File: src/rtl/scoreboard_reg_file_pkg.sv
// Shared constants and sizing helpers for the scoreboarded register file.
package reg_file_pkg;

    localparam int WORD_LEN_DEF   = 32;
    localparam int WORD_COUNT_DEF = 16;

    // Address width never collapses to zero, even for a two-entry file.
    function automatic int addr_w(input int count);
        return (count <= 2) ? 1 : $clog2(count);
    endfunction

    function automatic int cnt_max(input int pendW);
        return (1 << pendW) - 1;
    endfunction

endpackage

File: src/rtl/scoreboard_reg_file_sb_counter.sv
// Per-register pending-write counter: clear wins, simultaneous inc/dec holds.
module sb_counter
    import reg_file_pkg::*;
#(
    parameter int PEND_W = 2
) (
    input  logic              clk,
    input  logic              rst,
    input  logic              inc,
    input  logic              dec,
    input  logic              clr,
    output logic [PEND_W-1:0] cnt,
    output logic              nz
);

    always_ff @(posedge clk or negedge rst) begin
        if (!rst) begin
            cnt <= '0;
        end else if (clr) begin
            cnt <= '0;
        end else if (inc && !dec) begin
            cnt <= cnt + 1'b1;
        end else if (dec && !inc) begin
            cnt <= cnt - 1'b1;
        end
    end

    assign nz = |cnt;

endmodule

File: src/rtl/scoreboard_reg_file.sv
// Multi-read-port register file with a per-register pending-write scoreboard.
// Build option: define SCOREBOARD_REG_FILE_BYPASS_EN for same-cycle writeback forwarding.
module scoreboard_reg_file
    import reg_file_pkg::*;
#(
    parameter int WORD_LEN   = WORD_LEN_DEF,
    parameter int WORD_COUNT = WORD_COUNT_DEF,
    parameter int READ_PORTS = 3,
    parameter int PEND_W     = 2,
    parameter int ZERO_LOCK  = 1,
    localparam int ADDR_W    = addr_w(WORD_COUNT)
) (
    input  logic                           clk,
    input  logic                           rst,
    input  logic [READ_PORTS*ADDR_W-1:0]   rd_addr,
    output logic [READ_PORTS*WORD_LEN-1:0] rd_data,
    output logic [READ_PORTS-1:0]          rd_busy,
    input  logic                           issue_valid,
    input  logic [ADDR_W-1:0]              issue_addr,
    output logic                           issue_ready,
    input  logic                           wb_en,
    input  logic [ADDR_W-1:0]              wb_addr,
    input  logic [WORD_LEN-1:0]            wb_data,
    input  logic                           flush,
    output logic                           any_pending,
    output logic                           wb_err
);

    localparam logic [PEND_W-1:0] CNT_MAX = PEND_W'(cnt_max(PEND_W));

    logic [WORD_LEN-1:0]   regs [WORD_COUNT];
    logic [PEND_W-1:0]     cnt  [WORD_COUNT];
    logic [WORD_COUNT-1:0] nz;
    logic [WORD_COUNT-1:0] incVec;
    logic [WORD_COUNT-1:0] decVec;
    logic                  wbLocked;
    logic                  wbWrite;
    logic                  issueAccept;

    // Issue handshake: a transfer happens on a rising edge where issue_valid
    // and issue_ready are both 1; issue_ready looks at issue_addr's counter,
    // so it may change whenever issue_addr does.
    assign issue_ready = (cnt[issue_addr] != CNT_MAX) && !flush;
    assign issueAccept = issue_valid && issue_ready;

    assign wbLocked    = (ZERO_LOCK != 0) && (wb_addr == '0);
    assign wbWrite     = wb_en && !wbLocked;
    assign any_pending = |nz;

    for (genvar r = 0; r < WORD_COUNT; r++) begin : g_cnt
        assign incVec[r] = issueAccept && (issue_addr == ADDR_W'(r))
                           && !((ZERO_LOCK != 0) && (r == 0));
        assign decVec[r] = wbWrite && (wb_addr == ADDR_W'(r)) && nz[r];

        sb_counter #(.PEND_W(PEND_W)) u_cnt (
            .clk (clk),
            .rst (rst),
            .inc (incVec[r]),
            .dec (decVec[r]),
            .clr (flush),
            .cnt (cnt[r]),
            .nz  (nz[r])
        );
    end

    always_ff @(posedge clk or negedge rst) begin
        if (!rst) begin
            for (int i = 0; i < WORD_COUNT; i++) begin
                regs[i] <= '0;
            end
        end else if (wbWrite) begin
            regs[wb_addr] <= wb_data;
        end
    end

    // A retire with nothing outstanding is a decode/writeback bookkeeping bug;
    // during a flush the counters are being discarded, so it is not flagged.
    always_ff @(posedge clk or negedge rst) begin
        if (!rst) begin
            wb_err <= 1'b0;
        end else if (wbWrite && !nz[wb_addr] && !flush) begin
            wb_err <= 1'b1;
        end
    end

    // Register 0 is never written nor counted when locked, so it reads 0 / idle.
    for (genvar k = 0; k < READ_PORTS; k++) begin : g_rd
        logic [ADDR_W-1:0] rdAddr;
        assign rdAddr = rd_addr[k*ADDR_W +: ADDR_W];
`ifdef SCOREBOARD_REG_FILE_BYPASS_EN
        localparam logic [PEND_W-1:0] CNT_ONE = PEND_W'(1);
        logic hit;
        assign hit = wbWrite && (wb_addr == rdAddr);
        assign rd_data[k*WORD_LEN +: WORD_LEN] = hit ? wb_data : regs[rdAddr];
        assign rd_busy[k] = hit ? ((cnt[rdAddr] > CNT_ONE)
                                   || ((cnt[rdAddr] == CNT_ONE) && issueAccept
                                       && (issue_addr == rdAddr)))
                                : nz[rdAddr];
`else
        assign rd_data[k*WORD_LEN +: WORD_LEN] = regs[rdAddr];
        assign rd_busy[k] = nz[rdAddr];
`endif
    end

endmodule

File: config.mk
export PLATFORM = sky130hd
export DESIGN_NAME = scoreboard_reg_file
export DESIGN_NICKNAME = d
export VERILOG_FILES = /design/src/rtl/scoreboard_reg_file_pkg.sv /design/src/rtl/scoreboard_reg_file_sb_counter.sv /design/src/rtl/scoreboard_reg_file.sv
export SDC_FILE = /design/constraint.sdc
export NUM_CORES = 1
export LEC_CHECK = 0
export ABC_CLOCK_PERIOD_IN_PS = 3700
export CAP_MARGIN = 20
export CORE_UTILIZATION = 45
export CTS_BUF_LIST = sky130_fd_sc_hd__clkbuf_16
export CTS_CLUSTER_DIAMETER = 40
export CTS_CLUSTER_SIZE = 16
export DETAILED_ROUTE_END_ITERATION = 10
export HOLD_SLACK_MARGIN = 0.08
export PLACE_DENSITY = 0.66
export SETUP_SLACK_MARGIN = 0.15
export SLEW_MARGIN = 15
export SYNTH_ARGS = -nofsm -noshare
export SYNTH_HDL_FRONTEND = slang
export SYNTH_SLANG_ARGS = --single-unit
File: constraint.sdc
create_clock -name clk -period 3.7 [get_ports clk]
set_input_delay 0.74 -clock clk [delete_from_list [all_inputs] [get_ports clk]]
set_output_delay 0.74 -clock clk [all_outputs]
set_load 0.02 [all_outputs]
# Word level (Yosys, flattened, before mapping)
# Index checks and enable logic that the tools add are counted.
# classes
add_sub_neg	31
order_cmp	10
n_eq_ne	31
n_mux	70
n_bitwise	5
n_reduce_logical	150
# ops
op	n
bitwise mux 512 bit	1
binary-select mux 32 bit (select 4 bit)	3
two-way mux 32 bit	7
demux 32 bit (select 4 bit)	1
two-way mux 2 bit	49
logical AND 1 bit	83
equality test 4 bit (second input constant)	16
nonzero test 3 bit	15
logical NOT 1 bit	33
equality test 4 x 3 -> 1 bit (second input constant)	8
OR reduction 2 bit	16
OR reduction 32 bit	1
subtractor 2 x 1 -> 2 bit (second input constant)	16
adder 2 x 1 -> 2 bit (second input constant)	15
>= comparator 5 bit (second input constant)	5
NOT 4 -> 5 bit	5
less-than comparator 4 x 5 -> 1 bit (second input constant)	4
binary-select mux 1 bit (select 4 bit)	4
equality test 4 x 2 -> 1 bit (second input constant)	4
binary-select mux 2 bit (select 4 bit)	1
equality test 4 x 1 -> 1 bit (second input constant)	2
less-than comparator 5 x 1 -> 1 bit (second input constant)	1
logical NOT 4 bit	1
two-way mux 1 bit	4
other kinds (2)	2
# word_totals
ff_bits	545
input_bits	57
word_cells	330

# Longest topological paths before layout
# logic_depth
depth_word	13
ltp_mapped	8
ltp_nobuf	6

# By module
# A second synthesis with hierarchy kept.
# unflattened
hier_cells	2021
area_unflattened_um2	33550.9
# modules_own_cells
mod	instances	cells_per_inst	area_per_inst_um2	seq_area_each_um2
scoreboard_reg_file	1	1829	31388.9	12837.3
sb_counter	16	12	135.1	50.0

# Worst setup path before layout
# Ideal clock, no wire load.
# synth_path
kind	input-to-output
from	in rd_addr[0]
to	out rd_data[14]
arrival_ns	2.406
slack_ns	0.554
path_stages	4
n_path_buf	2
path_cell_list	buf_2 > buf_2 > mux4_2 > mux4_2
# synth_between
elab_chain_cells	4
# synth_rtl
item	line	source
start: declaration	scoreboard_reg_file.sv:15	input logic [READ_PORTS*ADDR_W-1:0] rd_addr,
NOT 4 -> 5 bit (implied by the code)	scoreboard_reg_file.sv:100	assign rd_data[k*WORD_LEN +: WORD_LEN] = regs[rdAddr];
binary-select mux 32 bit (select 4 bit)	scoreboard_reg_file.sv:100	
two-way mux 32 bit (implied by the code) (2 in series)	scoreboard_reg_file.sv:100	
end: declaration	scoreboard_reg_file.sv:16	output logic [READ_PORTS*WORD_LEN-1:0] rd_data,
# No other way between the ends. The select of a mux whose other input is x is not followed.

# Worst setup path after layout
# layout_path
from	in rd_addr[4]
to	out rd_data[57]
# Same word-level chain as after synthesis.

==> impl_metrics.py <==
metrics = {
    "pwr": {
        "power_frac_seq": 0.368,
        "p_switching_mw": 6.75,
        "ir_drop_mv": 0.341,
        "p_total_mw": 22.4,
        "p_comb_frac": 0.243,
        "p_per_area_nw_per_um2": 565,
        "leakagePower_nw": 17.6,
        "pwr-share-clk": 0.389,
        "sw_frac_of_total": 0.302,
        "intPower_mw": 15.6,
    },
    "placed_design": {
        "place_congestion": 0.875,
        "hpwl_mm": 63.7,
        "port_buffers": 158,
    },
    "clock_network": {
        "clkLatencyLatePin_ns": 0.64,
        "cts.clk_slew.worst_paths_ns": 0.05,
        "clockRootBuffer": "clkbuf_16",
        "cts_buffers": 93,
        "cts_buffer_depth": 3,
        "clkSinkCount": 545,
        "cts_tree": "done",
        "ctsHtreeMaxLevel": 3,
        "hold_buffers": 0,
    },
    "setup_path": {
        "worstSetupStartpoint": "rd_addr[4]",
        "path_common_cell": "mux4_2",
        "r2r_cells": 7,
        "setup.worst_path.class": "in2out",
        "ff2ff_setup_slack_ns": 1.49,
        "startpoint_type": "input pin",
        "cpLargestDelayFamily": "multiplexers",
        "crit_path_end_kind": "output port",
        "timing.rr.end": "g_cnt[14].u_cnt.cnt[0]$_DFFE_PN0P_",
        "critPathBufInv": 3,
        "r2r_start": "g_cnt[3].u_cnt.cnt[1]$_DFFE_PN0P_",
        "critPathMaxStageDelay_ns": 0.56,
        "required_ns": 2.96,
        "path_max_fanout": 21,
        "cp_slowest_cell": "clkdlybuf4s50_1",
        "crit_arrival_ns": 2.84,
        "path_cells": "buf_8, buf_16, mux4_2, mux4_2, clkdlybuf4s50_1",
    },
    "routing": {
        "viasPerCell": 6.45,
        "drt-initial-drc-count": 2605,
        "drc": 0,
        "routed_wl_mm": 106,
        "routedWlPerCell_um": 28.1,
        "num_vias": 24300,
        "final_antenna_net_count": 0,
        "drtPass1Iterations": 7,
    },
    "timing": {
        "min_period_over_period": 0.967,
        "max_freq_ghz": 0.280,
        "worst_pin_slew_ns": 0.880,
        "maxSlewViolCount": 0,
        "slew_headroom": 0.414,
        "final_hold_viol_count": 0,
        "final.setup.tns_ns": 0,
        "skew_ns": 0.0119,
        "setup_viol": 0,
        "layout_min_cycle_time_ns": 3.58,
        "rsz0062_at_grt": "yes",
    },
    "global_routing": {
        "grtUsageTotal": 0.292,
        "overflow": 0,
        "grt_max_degree": 82,
        "grt_pass1_vias": 24900,
        "grt_first_pass_wirelength_mm": 161,
        "antenna_found_initial": 9,
    },
    "floorplanning": {
        "coreArea_um2": 71900,
        "rows": 98,
        "die_w_um": 272,
        "die_y_um": 272,
        "ios": 159,
        "start_util": 0.457,
        "fp.dieArea_um2": 74000,
    },
    "yosys": {
        "yosysUniqueCellTypes": 35,
        "synthesis.area_um2": 32800,
        "seq_area_frac_synth": 0.416,
        "syn-num-nets": 2664,
        "synth_seq_cells": 545,
        "yosys-top-cells-area": "dfrtp_1, mux4_2, nand2_1, mux2_2, clkbuf_1",
        "synth_top_area_frac": 0.416,
        "synth.largest_area_cell": "dfrtp_1",
        "avgSynthCellArea_um2": 12.6,
        "ys.warnings.count": 0,
        "synthCells": 2606,
    },
    "outcome": {
        "outcome": "complete, no violations",
    },
    "cells_and_area": {
        "nets": 2795,
        "syn_to_final_growth_pct": 20.7,
        "drive_gt1_frac": 0.368,
    },
    "run": {
        "cap_violations": 0,
    },
    "min_path": {
        "min_path_type": "in2async",
    },
}
registers in the layout (all words and copies together) (netlist names):
| register | cells |
|---|---|
| regs | 512 |
| g_cnt.u_cnt.cnt | 32 |
| wb_err | 1 |
cell type report:
type,instances,area [µm²]
Fill cell,5781,32300
Clock buffer,97,2430
Multi-Input combinational cell,1795,18200
Timing Repair Buffer,295,3340
Inverter,7,26.3
Sequential cell,545,13600
Antenna cell,1,2.50
Clock inverter,78,747
Tap cell,950,1190
how the worst max path moves through the flow:
| stage | endpoint | slack [ns] | cells past startpoint |
|---|---|---|---|
| after detailed placement | issue_ready | -0.16 | 7 |
| after global placement | issue_ready | -0.14 | 7 |
| after floorplan | rd_data[14] | 0.55 | 4 |
| after CTS | rd_data[7] | 0.10 | 5 |
| after global routing | issue_ready | 0.07 | 7 |
| final | rd_data[57] | 0.12 | 5 |
through the flow:
stage | utilization | cell area (µm²) | hold WS, ns | std cells | setup slack [ns]
final | 0.551 | 39600 | 0.0862 | 3768 | 0.123
after CTS | 0.548 | 39400 | 0.129 | 3755 | 0.101
after floorplan | - | 32800 | 0.444 | 2606 | 0.554
after global routing | 0.551 | 39600 | 0.137 | 3767 | 0.0721
after detailed placement | 0.504 | 36200 | 0.405 | 3579 | -0.158
after global placement | 0.504 | 36200 | 0.393 | 3579 | -0.136
per-layer routing:
| layer | vias to the layer above | track usage | part of all wire |
|---|---|---|---|
| met1 | 12600 | 0.392 | 0.37 |
| met2 | 1532 | 0.455 | 0.48 |
| li1 | 9847 | - | - |
| met4 | 14 | 0.127 | 0.045 |
| met3 | 315 | 0.0697 | 0.10 |
| met5 | - | 0 | 0.00082 |
placed cells by master, fill, tap and decap left out, types with 5 or more instances in the layout:
master	n
nand3_1	6
mux2_2	194
nor2b_1	12
mux4_2	504
clkinv_2	14
xor2_1	15
buf_12	43
buf_4	87
nand2_2	11
inv_6	11
dlygate4sd2_1	59
buf_6	5
and2_1	14
inv_1	10
a21oi_1	29
clkinvlp_4	10
clkdlybuf4s50_1	57
nand2_1	879
nor2_1	54
clkinv_4	10
dlymetal6s2s_1	28
nor2_4	9
inv_8	6
clkinv_1	14
nor3b_1	5
bufinv_16	8
dfrtp_1	545
buf_16	8
o21ai_0	27
clkbuf_16	98
power by group through the flow:
stage	Clock, mW	Sequential (mW)	Combinational, mW
floorplan	0	7.90	3.83
global placement	0	8.09	5.44
detailed placement	0	8.26	5.56
CTS	8.79	8.18	5.48
global route	9.06	8.39	5.78
finish	8.70	8.24	5.44
what timing repair did:
action | in CTS | in global routing
buffers inserted | 0 | 11
pin swaps | 0 | 0
setup endpoints to repair | 83 | 34
cloned | 1 | 1
gates resized for setup | 69 | 32
cell usage after synthesis (all sizes together):
master	count
and3b	2
nand3b	2
nand3	11
a221o	1
nand2	890
o21ai	27
nand4	4
a22oi	2
nor3	1
or4	1
and3	1
mux2	194
and2	14
ha	1
nor2	63
a31o	1
buf	57
clkbuf	202
dfrtp	545
mux4	506
nor3b	5
nor2b	13
nand2b	4
o2111ai	4
nor4	2
xor2	15
a21oi	29
inv	7
a2111oi	2
cells by family after synthesis:
logic type                 after synthesis  share of synthesized area
and+or+nand+nor                       1013                      0.121
muxes                                  700                      0.414
DFF                                    545                      0.416
buffers and inverters                  266                     0.0322
AOI/OAI and AO/OA                       66                     0.0125
xor gates and xnor gates                15                    0.00400
adders and majority gates                1                   0.000381
(Power assumes the default switching activity.)
